**config.mk**
```make
export PLATFORM = sky130hd
export DESIGN_NAME = cajero_atm_ctrl
export DESIGN_NICKNAME = d
export VERILOG_FILES = /design/src/rtl/cajero_atm_ctrl.sv
export SDC_FILE = /design/constraint.sdc
export NUM_CORES = 1
export LEC_CHECK = 0
export ABC_AREA = 0
export BUFFER_PORTS_ARGS = -buffer_cell sky130_fd_sc_hd__buf_2
export CORE_MARGIN = 2
export CORE_UTILIZATION = 45
export DETAILED_ROUTE_END_ITERATION = 10
export SYNTH_ARGS = -nofsm -noshare
export SYNTH_HDL_FRONTEND = slang
export SYNTH_SLANG_ARGS = --single-unit
```
**constraint.sdc**
```tcl
create_clock -name clock -period 8.6 [get_ports clock]
set_input_delay 2.15 -clock clock [delete_from_list [all_inputs] [get_ports clock]]
set_output_delay 2.15 -clock clock [all_outputs]
set_load 0.05 [all_outputs]
```
**src/rtl/cajero_atm_ctrl.sv**
```systemverilog
// ATM controller: card session FSM with 4-digit PIN entry, attempt
// counting with warning/lockout, and deposit/withdrawal on a held balance.
module cajero_atm_ctrl #(
  parameter int               BAL_W        = 64,
  parameter logic [BAL_W-1:0] BALANCE_INIT = 64'd10000,
  parameter int               MAX_INTENTOS = 3
) (
  input  logic             clock,
  input  logic             reset,
  input  logic             TARGETA_RECIBIDA,
  input  logic [15:0]      PIN,
  input  logic [3:0]       DIGITO,
  input  logic             DIGITO_STB,
  input  logic             TIPO_TRANS,
  input  logic [31:0]      MONTO,
  input  logic             MONTO_STB,
  output logic [BAL_W-1:0] BALANCE,
  output logic             BALANCE_ACTUALIZADO,
  output logic             ENTREGAR_DINERO,
  output logic             PIN_INCORRECTO,
  output logic             ADVERTENCIA,
  output logic             BLOQUEO,
  output logic             FONDOS_INSUFICIENTES
);

  localparam int CNT_W = $clog2(MAX_INTENTOS + 1);
  localparam logic [CNT_W-1:0] MAX_CNT = CNT_W'(MAX_INTENTOS);
  localparam logic [CNT_W-1:0] ADV_CNT = CNT_W'(MAX_INTENTOS - 1);

  localparam logic [2:0] ST_ESPERA_TARJETA = 3'd0;
  localparam logic [2:0] ST_RECIBE_PIN     = 3'd1;
  localparam logic [2:0] ST_VERIFICA_PIN   = 3'd2;
  localparam logic [2:0] ST_ESPERA_MONTO   = 3'd3;
  localparam logic [2:0] ST_PROCESA        = 3'd4;
  localparam logic [2:0] ST_BLOQUEO        = 3'd5;

  logic [2:0]       state_r, state_s;
  logic [CNT_W-1:0] intentos_r, intentos_s, intentos_inc_s;
  logic [2:0]       digit_cnt_r, digit_cnt_s;
  logic [15:0]      shift_r, shift_s;
  logic             digito_prev_r, monto_prev_r;
  logic             digito_ev_s, monto_ev_s;
  logic [31:0]      monto_r, monto_s;
  logic             tipo_r, tipo_s;
  logic [BAL_W-1:0] balance_r, balance_s, monto_ext_s;
  logic [BAL_W:0]   sum_s;
  logic             bal_act_r, bal_act_s;
  logic             entregar_r, entregar_s;
  logic             pin_inc_r, pin_inc_s;
  logic             fondos_r, fondos_s;
  logic             adv_r, adv_s;
  logic             bloq_r, bloq_s;

  // A strobe counts once, on its rising edge; the carry bit flags deposit overflow.
  assign digito_ev_s    = DIGITO_STB & ~digito_prev_r;
  assign monto_ev_s     = MONTO_STB & ~monto_prev_r;
  assign intentos_inc_s = intentos_r + CNT_W'(1);
  assign monto_ext_s    = BAL_W'(monto_r);
  assign sum_s          = {1'b0, balance_r} + {1'b0, monto_ext_s};

  // Next-state, datapath and next-output computation for the session FSM.
  always_comb begin
    state_s     = state_r;
    intentos_s  = intentos_r;
    digit_cnt_s = digit_cnt_r;
    shift_s     = shift_r;
    monto_s     = monto_r;
    tipo_s      = tipo_r;
    balance_s   = balance_r;
    bal_act_s   = 1'b0;
    entregar_s  = 1'b0;
    pin_inc_s   = 1'b0;
    fondos_s    = 1'b0;
    case (state_r)
      ST_ESPERA_TARJETA: begin
        if (TARGETA_RECIBIDA) begin
          state_s     = ST_RECIBE_PIN;
          digit_cnt_s = 3'd0;
          shift_s     = 16'd0;
        end else begin
          state_s = ST_ESPERA_TARJETA;
        end
      end
      ST_RECIBE_PIN: begin
        // Card removal wins over a coincident digit strobe.
        if (!TARGETA_RECIBIDA) begin
          state_s     = ST_ESPERA_TARJETA;
          digit_cnt_s = 3'd0;
          shift_s     = 16'd0;
        end else if (digito_ev_s) begin
          shift_s     = {shift_r[11:0], DIGITO};
          digit_cnt_s = digit_cnt_r + 3'd1;
          if (digit_cnt_r == 3'd3) begin
            state_s = ST_VERIFICA_PIN;
          end else begin
            state_s = ST_RECIBE_PIN;
          end
        end else begin
          state_s = ST_RECIBE_PIN;
        end
      end
      ST_VERIFICA_PIN: begin
        if (shift_r == PIN) begin
          intentos_s = {CNT_W{1'b0}};
          state_s    = ST_ESPERA_MONTO;
        end else begin
          intentos_s = intentos_inc_s;
          pin_inc_s  = 1'b1;
          if (intentos_inc_s == MAX_CNT) begin
            state_s = ST_BLOQUEO;
          end else begin
            state_s = ST_ESPERA_TARJETA;
          end
        end
      end
      ST_ESPERA_MONTO: begin
        if (!TARGETA_RECIBIDA) begin
          state_s = ST_ESPERA_TARJETA;
        end else if (monto_ev_s) begin
          monto_s = MONTO;
          tipo_s  = TIPO_TRANS;
          state_s = ST_PROCESA;
        end else begin
          state_s = ST_ESPERA_MONTO;
        end
      end
      ST_PROCESA: begin
        state_s = ST_ESPERA_TARJETA;
        if (!tipo_r) begin
          bal_act_s = 1'b1;
          if (sum_s[BAL_W]) begin
            balance_s = {BAL_W{1'b1}};
          end else begin
            balance_s = sum_s[BAL_W-1:0];
          end
        end else if (monto_ext_s <= balance_r) begin
          balance_s  = balance_r - monto_ext_s;
          bal_act_s  = 1'b1;
          entregar_s = 1'b1;
        end else begin
          fondos_s = 1'b1;
        end
      end
      ST_BLOQUEO: begin
        state_s = ST_BLOQUEO;
      end
      default: begin
        state_s = ST_ESPERA_TARJETA;
      end
    endcase
    adv_s  = (intentos_s == ADV_CNT) && (state_s != ST_BLOQUEO);
    bloq_s = (state_s == ST_BLOQUEO);
  end

  // State, datapath and registered outputs with synchronous reset.
  always_ff @(posedge clock) begin
    if (reset) begin
      state_r       <= ST_ESPERA_TARJETA;
      intentos_r    <= {CNT_W{1'b0}};
      digit_cnt_r   <= 3'd0;
      shift_r       <= 16'd0;
      digito_prev_r <= 1'b0;
      monto_prev_r  <= 1'b0;
      monto_r       <= 32'd0;
      tipo_r        <= 1'b0;
      balance_r     <= BALANCE_INIT;
      bal_act_r     <= 1'b0;
      entregar_r    <= 1'b0;
      pin_inc_r     <= 1'b0;
      fondos_r      <= 1'b0;
      adv_r         <= 1'b0;
      bloq_r        <= 1'b0;
    end else begin
      state_r       <= state_s;
      intentos_r    <= intentos_s;
      digit_cnt_r   <= digit_cnt_s;
      shift_r       <= shift_s;
      digito_prev_r <= DIGITO_STB;
      monto_prev_r  <= MONTO_STB;
      monto_r       <= monto_s;
      tipo_r        <= tipo_s;
      balance_r     <= balance_s;
      bal_act_r     <= bal_act_s;
      entregar_r    <= entregar_s;
      pin_inc_r     <= pin_inc_s;
      fondos_r      <= fondos_s;
      adv_r         <= adv_s;
      bloq_r        <= bloq_s;
    end
  end

  assign BALANCE              = balance_r;
  assign BALANCE_ACTUALIZADO  = bal_act_r;
  assign ENTREGAR_DINERO      = entregar_r;
  assign PIN_INCORRECTO       = pin_inc_r;
  assign ADVERTENCIA          = adv_r;
  assign BLOQUEO              = bloq_r;
  assign FONDOS_INSUFICIENTES = fondos_r;

endmodule

```
== Word level (Yosys, flattened, before mapping) ==
Index checks and enable logic that the tools add are counted.

* Word-level logic and storage cells: 76
* Register bits: 129
* Output and inout port bits: 70
* Input port bits: 58

* Bitwise logic cells: 7
* Add/subtract/negate cells: 4
* Eq/ne operators: 14
* $lt $le $gt $ge: 1
* Reductions and logical operators: 9
* Multiplexer cells: 26

{| class="wikitable"
|+ Operator list
! operator !! count
|-
| $mux 64 || 3
|-
| $add 64x32->65 || 1
|-
| $le 32x64->1 || 1
|-
| $sub 64x32->64 || 1
|-
| $mux 16 || 3
|-
| $pmux 16 s2 || 1
|-
| $mux 3 || 9
|-
| $eq 16x16->1 || 1
|-
| $pmux 3 s5 || 1
|-
| $eq 3x2->1 const B || 3
|-
| $eq 3x3->1 const B || 3
|-
| $mux 2 || 3
|-
| $ne 3x3->1 const B || 2
|-
| $pmux 3 s2 || 1
|-
| $reduce_and 3->1 || 2
|-
| $mux 1 || 5
|-
| $not 1->1 || 5
|-
| $eq 2x2->1 const B || 2
|-
| $reduce_or 2->1 || 2
|-
| $add 3x1->3 const B || 1
|-
| $eq 3x1->1 const B || 1
|-
| $logic_not 3->1 || 1
|-
| $reduce_or 3->1 || 1
|-
| $add 2x1->2 const B || 1
|-
| 6 further kinds || 7
|}

== Logic depth before layout (Yosys ltp) ==
Gate-level depths: netlist of the first run.

* Depth after elaboration: 7
* Depth in mapped cells: 15
* Depth with buffers taken out: 14

== Worst setup path before layout of the first run ==
OpenSTA, ideal clock, no wires.

* Path type: input -> register
* Start: input port PIN[9]
* End: register bloq_r, in the netlist BLOQUEO
* Buffers on the path: 0
* Library setup time: 114 ps
* Arrival time: 3541 ps
* Stages: 7
* Setup slack: 4945 ps
* Cell sequence: xnor2_1 > nand4_1 > nor4_1 > nor2_1 > a211o_1 > nor2b_1 > nor2b_1

* Word-level cells in the longest chain between the ends: 4

{| class="wikitable"
|+ RTL lines
! element !! RTL line !! RTL
|-
| start: declaration || 11 || <nowiki>input logic [15:0] PIN,</nowiki>
|-
| $eq 16x16->1 || 103 || <nowiki>if (shift_r == PIN) begin</nowiki>
|-
| $mux 3 || 103 ||
|-
| $pmux 3 s5 || 74 || <nowiki>case (state_r)</nowiki>
|-
| $eq 3x3->1 || 152 || <nowiki>bloq_s = (state_s == ST_BLOQUEO);</nowiki>
|-
| end signal: assignment || 188 || <nowiki>bloq_r <= bloq_s;</nowiki>
|-
| end: declaration || 52 || <nowiki>logic bloq_r, bloq_s;</nowiki>
|}

Every way passes these cells.
A chain may end at the register's enable or synchronous reset.

== Worst setup path after layout of the first run ==
* Start: register balance_r[0], in the netlist BALANCE[0]
* End: register balance_r[26], in the netlist BALANCE[26]

* Word-level cells in the longest chain between the ends: 3

{| class="wikitable"
|+ RTL lines
! element !! RTL line !! RTL
|-
| start: declaration || 45 || <nowiki>logic [BAL_W-1:0] balance_r, balance_s, monto_ext_s;</nowiki>
|-
| start signal: assignment || 182 || <nowiki>balance_r <= balance_s;</nowiki>
|-
| $add 64x32->65, or another cell as far along || 59 || <nowiki>assign sum_s = {1'b0, balance_r} + {1'b0, monto_ext_s};</nowiki>
|-
| $mux 64, or another cell as far along || 131 || <nowiki>if (sum_s[BAL_W]) begin</nowiki>
|-
| $mux 64 / $reduce_and 2->1 (equally long branches) || -- ||
|}

Parallel ways exist; a longest one is shown, timed or not. The select of a mux whose other input is x is not followed.

==> results.tsv, run 1 <==
stage	metric	value	unit
cts	clk_pin_slew	0.07	ns
flow_run	maxCapViolCount	0	
yosys	yosys_most_used_dff	dfxtp_1	
global_route	grt_pass1_vias	9826	
cells_and_area	layout.nets	1587	
floorplanning	core_area	22000	um2
cts	cts_buffers	17	
sta	hold_viol_final	0	
cells_and_area	ff_latch_area	2580	um2
yosys	ys_seq_area_share	25.5	%
floorplanning	die_x	154	um
global_route	grt_max_degree	65	
critical_path	cp_slowest_cell	nand2_1	
yosys	synth-edff-count	0	
critical_path	worstSetupPathType	reg2reg	
placement	io_buffers	127	
critical_path	cp.required	8.89	ns
cts	cts-root-buf	clkbuf_16	
critical_path	r2r_cells	12	
route	first_iter_violations	1062	
critical_path	slowest_delay	0.73	ns
sta	timing.fmax	191	MHz
power	power.leakage	4.66	nW
power	worst_ir_drop_vdd	0.000106	V
cts	htree_levels	4	
cts	cts_tree	yes	
cells_and_area	final_common_cell	a21oi_1	
yosys	avgSynthCellArea	7.26	um2
global_route	globalRouteMet1Util	44.1	%
placement	placed_area	10800	um2
cells_and_area	multi_input_area	6870	um2
yosys	synth_mux_area_share	0.815	%
cts	cts_resized	0	
sta	rsz0062_at_grt	false	
global_route	grt_busiest_layer	met1	
sta	tns	0	ns
yosys	synthAdderAreaFrac	8.66	%
cts	insertion_delay	0.44	ns
sta	slew_viol_final	0	
cts	clockBufferDepth	2	
sta	worst_pin_slew	1.24	ns
route	routed_wl	36200	um
cells_and_area	utilization	51.9	%
yosys	ys_ff_latch	129	
sta	relSlewSlack	17.3	%
global_route	grt-ovfl-total	0	
global_route	met2_usage	42.9	%
yosys	synthSimpleGateAreaFrac	25.8	%
critical_path	cp_cell_sequence	ha_1 > fa_1 > nor2b_1 > o311ai_1 > a211oi_1 > nor2_1 > o211ai_1 > a21oi_1 > or3_1 > nand2_1 > o32ai_1 > nor2_1	
sta	post-route-period-util	60.9	%
yosys	synth-compound-area-share	27.6	%
critical_path	cp_max_fo	20	
sta	post-route-min-period	5.24	ns
placement	place_congestion	0.943	
route	firstDrtPassIters	5	
cells_and_area	fin_area	11400	um2
route	vias	10801	
yosys	syn_inst	1397	
sta	setup_viol	0	
floorplanning	die_h	154	um
floorplanning	initial_utilization	46.2	%
critical_path	cp_common_cell	nor2_1	
floorplanning	rows	54	
critical_path	arrival	5.53	ns
yosys	synth_area	10100	um2
critical_path	cp-start-kind	flop	
cells_and_area	drive_above_1_share	14.0	%
global_route	met3_usage	7.69	%
route	drc	0	
sta	fin_hold_ws	0.456	ns
placement	dpl.hpwl	26400	um
floorplanning	die_area	23700	um2
cells_and_area	nFillCells	2230	
power	p_per_area	122	nW/um2
run_status	status	finished clean	
yosys	async_flop_share	0	%
route	avgRoutedWirePerCell	20.6	um
route	route.antenna.remaining_nets	0	
yosys	syn_nets	1524	
hold_path	hold-path-cell-count	2	
yosys	synth-xor-area-share	4.75	%
yosys	ys.warnings.count	0	
global_route	antenna_found_initial	0	
global_route	grt_pass1_wl	56200	um
cells_and_area	antennaDiodeCount	0	
critical_path	cp-end-kind	flop	
cts	post_cts_buffers	0	
global_route	grt_usage	30.0	%
cells_and_area	area_growth	12.5	%
yosys	synth_top_family_by_area	compound AO/OA/AOI/OAI gates	
hold_path	hold_class	reg2reg	
route	viasPerCell	6.16	
cts	cts.sinks	129	
sta	skew	0.0143	ns
cells_and_area	layout_common_cells	179 x a21oi_1, 176 x nand2_1, 128 x dfxtp_1	
yosys	synth.distinct_cells	87	
cts	cts_hold_buf	0	
floorplanning	ioPinCount	128	
[power by group]
part	internal, mW	switching, mW	leakage (nW)
registers	0.598	0.00120	1.04
clock network	0.414	0.336	0.290
logic	0.0166	0.0253	3.33
total	1.03	0.362	4.66
[logic make-up (layout without fill, tap and decap cells)]
group,count (synthesis),in the layout
adder cells (fa/ha/maj),69,69
flip-flops,129,129
multiplexers,8,8
buffers and inverters,173,249
AO/OA/AOI/OAI,431,431
XOR/XNOR,55,55
AND/OR/NAND/NOR,532,532
[per-stage QoR]
stage	setup WS [ns]	instances	power (mW)
2_1_floorplan	4.94	1397	0.635
4_1_cts	3.53	1753	1.40
6_report	3.36	1753	1.39
3_5_place_dp	3.57	1721	0.656
3_3_place_gp	3.56	1721	0.655
5_1_grt	3.11	1753	1.43
[cell type report]
type	instances	area share [%]
inverter	80	2.63
clock inverter	15	1.45
multi-input combinational	1095	60.2
timing repair buffer	137	6.25
tap	280	3.07
sequential	129	22.6
clock buffer	17	3.73
[worst paths after layout]
path,slack (ns),start,end
setup / recovery,3.36,BALANCE[0],BALANCE[26]
hold / removal,0.46,digit_cnt_r[2],digit_cnt_r[2]
setup reg to reg,3.36,BALANCE[0],BALANCE[26]
hold reg to reg,0.46,digit_cnt_r[2],digit_cnt_r[2]
[synth_stat cells (10+ instances only)]
master | instances | area [um2]
buf_2 | 29 | 145
a21o_1 | 10 | 75.1
nor2_1 | 108 | 405
ha_1 | 67 | 838
clkbuf_1 | 57 | 214
nand2b_1 | 11 | 68.8
a311oi_1 | 10 | 87.6
o21ai_0 | 37 | 185
inv_1 | 73 | 274
nor2b_1 | 18 | 113
nand4_1 | 34 | 213
dfxtp_1 | 129 | 2580
o22ai_1 | 19 | 119
nor3_1 | 31 | 155
xnor2_1 | 52 | 455
nand2_1 | 176 | 661
a31oi_1 | 15 | 93.8
a211oi_1 | 12 | 90.1
o21ai_1 | 18 | 90.1
or3_1 | 16 | 100
o31a_1 | 11 | 96.3
o21bai_1 | 11 | 82.6
a21oi_1 | 179 | 896
o31ai_1 | 25 | 188
nor4_1 | 25 | 156
nand3_1 | 51 | 255
o21a_1 | 18 | 135
[flip-flops by register name, indices dropped and copies added, names as in the netlist, 2 cells and up]
name,count
intentos_r,2
shift_r,16
BALANCE,64
monto_r,32
digit_cnt_r,3
state_r,3
[worst max-delay path, delay by kind of cell (launching register included)]
kind            cells  cell delay [ns]
simple gates        5             1.97
fa+ha+maj           2             0.64
compound gates      5             2.13
flops               1             0.34
[layer usage]
metal	vias up	part of all wire, %
met4	0	2.1
met1	5063	47
met3	54	9.8
li1	5185	-
met5	-	0
met2	499	41
(Power assumes the default switching activity.)
==> inputs of run 2 (changes only) <==
--- a/config.mk
+++ b/config.mk
@@ -10,6 +10,7 @@
 export CORE_MARGIN = 2
 export CORE_UTILIZATION = 45
 export DETAILED_ROUTE_END_ITERATION = 10
+export PLACE_DENSITY = 0.67
 export SYNTH_ARGS = -nofsm -noshare
 export SYNTH_HDL_FRONTEND = slang
 export SYNTH_SLANG_ARGS = --single-unit
==> constraint.sdc (replaced) <==
create_clock -name clock -period 4.8 [get_ports clock]
set_input_delay 1.2 -clock clock [delete_from_list [all_inputs] [get_ports clock]]
set_output_delay 1.2 -clock clock [all_outputs]
set_load 0.05 [all_outputs]
==> results.tsv, run 2 (same netlist as run 1, synthesis figures left out) <==
stage	metric	value	unit
cts	post_cts_buffers	0	
cells_and_area	largest_register_ff_count	64	
floorplanning	ioPinCount	128	
sta	hold_viol_final	0	
floorplanning	rows	54	
critical_path	arrival	4.34	ns
power	p_per_area	219	nW/um2
cts	cts.sinks	129	
cells_and_area	layout_common_cells	179 x a21oi_1, 176 x nand2_1, 128 x dfxtp_1	
cells_and_area	final_common_cell	a21oi_1	
floorplanning	die_area	23700	um2
sta	post-route-period-util	82.7	%
cells_and_area	layout.nets	1602	
floorplanning	initial_utilization	46.2	%
placement	placed_area	10900	um2
flow_run	maxCapViolCount	0	
sta	skew	0.0127	ns
sta	fin_ws	0.828	ns
global_route	grt_pass1_wl	57700	um
power	power_frac_comb	3.1	%
critical_path	r2r_cells	11	
sta	relSlewSlack	27.0	%
global_route	grt_pass1_vias	10194	
cells_and_area	multi_input_area	6870	um2
route	viasPerCell	6.24	
route	firstDrtPassIters	8	
sta	timing.fmax	252	MHz
critical_path	cp-end-kind	flop	
hold_path	hold-path-cell-count	2	
run_status	status	finished clean	
cells_and_area	fin_area	11500	um2
route	routed_wl	36300	um
global_route	grt_usage	30.3	%
power	power_frac_clock	54.3	%
floorplanning	die_x	154	um
route	route.antenna.remaining_nets	0	
hold_path	hold_class	reg2reg	
cells_and_area	antennaDiodeCount	0	
cts	cts_resized	0	
critical_path	cp_max_fo	16	
cts	cts_buffers	17	
global_route	antenna_found_initial	0	
cells_and_area	nFillCells	2205	
floorplanning	core_area	22000	um2
sta	rsz0062_at_grt	false	
sta	slew_viol_final	0	
cts	insertion_delay	0.44	ns
floorplanning	die_h	154	um
critical_path	cp.required	5.16	ns
route	vias	11034	
sta	worst_pin_slew	1.09	ns
critical_path	worstSetupPathType	reg2reg	
power	power.leakage	4.73	nW
placement	io_buffers	127	
power	seqPwrFrac	42.6	%
global_route	grt-ovfl-total	0	
placement	place_congestion	0.959	
cts	htree_levels	4	
global_route	grt_max_degree	77	
power	worst_ir_drop_vdd	0.000186	V
placement	dpl.hpwl	26700	um
cells_and_area	drive_above_1_share	14.9	%
cells_and_area	fin_cells	1768	
power	p_total	2.52	mW
route	first_iter_violations	1220	
cts	clockBufferDepth	2	
route	drc	0	
placement	dp_cells	1736	
placement	place_ws	0.975	ns
cts	clk_pin_slew	0.07	ns
cts	cts_tree	yes	
cts	cts-root-buf	clkbuf_16	
sta	tns	0	ns
cts	cts_hold_buf	0	
power	p_int	1.85	mW
cells_and_area	area_growth	13.8	%
cells_and_area	ff_latch_area	2580	um2
sta	setup_viol	0	
power	swShare	26.5	%
sta	post-route-min-period	3.97	ns
route	avgRoutedWirePerCell	20.5	um
power	power.net_switching	0.669	mW
critical_path	cp-start-kind	flop	
## run 2: cell count changes in the layout (fill, tap and decap cells not counted), sizes merged
cell      change
buf          +15
clkinvlp      +1
inv           -1
## run 2: worst paths after layout
path,from,end,slack (ns)
worst min-delay path,digit_cnt_r[2],digit_cnt_r[2],0.46
worst max-delay path,monto_r[30],BALANCE[6],0.83
worst max register to register,monto_r[30],BALANCE[6],0.83
worst min register to register,digit_cnt_r[2],digit_cnt_r[2],0.46
## run 2: layout make-up
class / count / area share (%)
repair buffers: 152 / 7.16
multi-input cells: 1095 / 59.5
flip-flops and latches: 129 / 22.4
clock buffers: 17 / 3.69
clock inverters: 15 / 1.58
well taps: 280 / 3.04
inverters: 80 / 2.60
## run 2: power groups by stage
stage | Combinational, mW | Clock, mW | Sequential [mW]
2_1_floorplan | 0.0396 | 0 | 1.10
3_3_place_gp | 0.0765 | 0 | 1.10
3_5_place_dp | 0.0771 | 0 | 1.10
4_1_cts | 0.0773 | 1.38 | 1.07
5_1_grt | 0.0847 | 1.43 | 1.07
6_report | 0.0773 | 1.37 | 1.07
## run 2: stage by stage
stage | util [%] | hold WS, ns
after global placement | 49.8 | 0.438
final | 52.5 | 0.456
after global routing | 52.5 | 0.495
after detailed placement | 49.8 | 0.447
after floorplan | - | 0.432
after CTS | 52.5 | 0.457
## run 2: per-layer routing
| metal | global-route usage [%] | wire, um | vias to the layer above |
|---|---|---|---|
| met3 | 6.65 | 3230 | 90 |
| li1 | - | - | 5226 |
| met1 | 43.9 | 16600 | 5151 |
| met5 | 0 | 0 | - |
| met4 | 8.41 | 995 | 0 |
| met2 | 45.3 | 15500 | 567 |
## run 2: critical path: stages (launching register included)
cell and delay, ns:
dfxtp_1 0.36, inv_1 0.05, ha_1 0.63, nand4_1 0.27
nor4_1 0.62, nand4_1 0.36, nand4_1 0.19, nor2_1 0.12
a41o_1 0.50, buf_4 0.33, a211o_1 0.31, a21oi_1 0.15
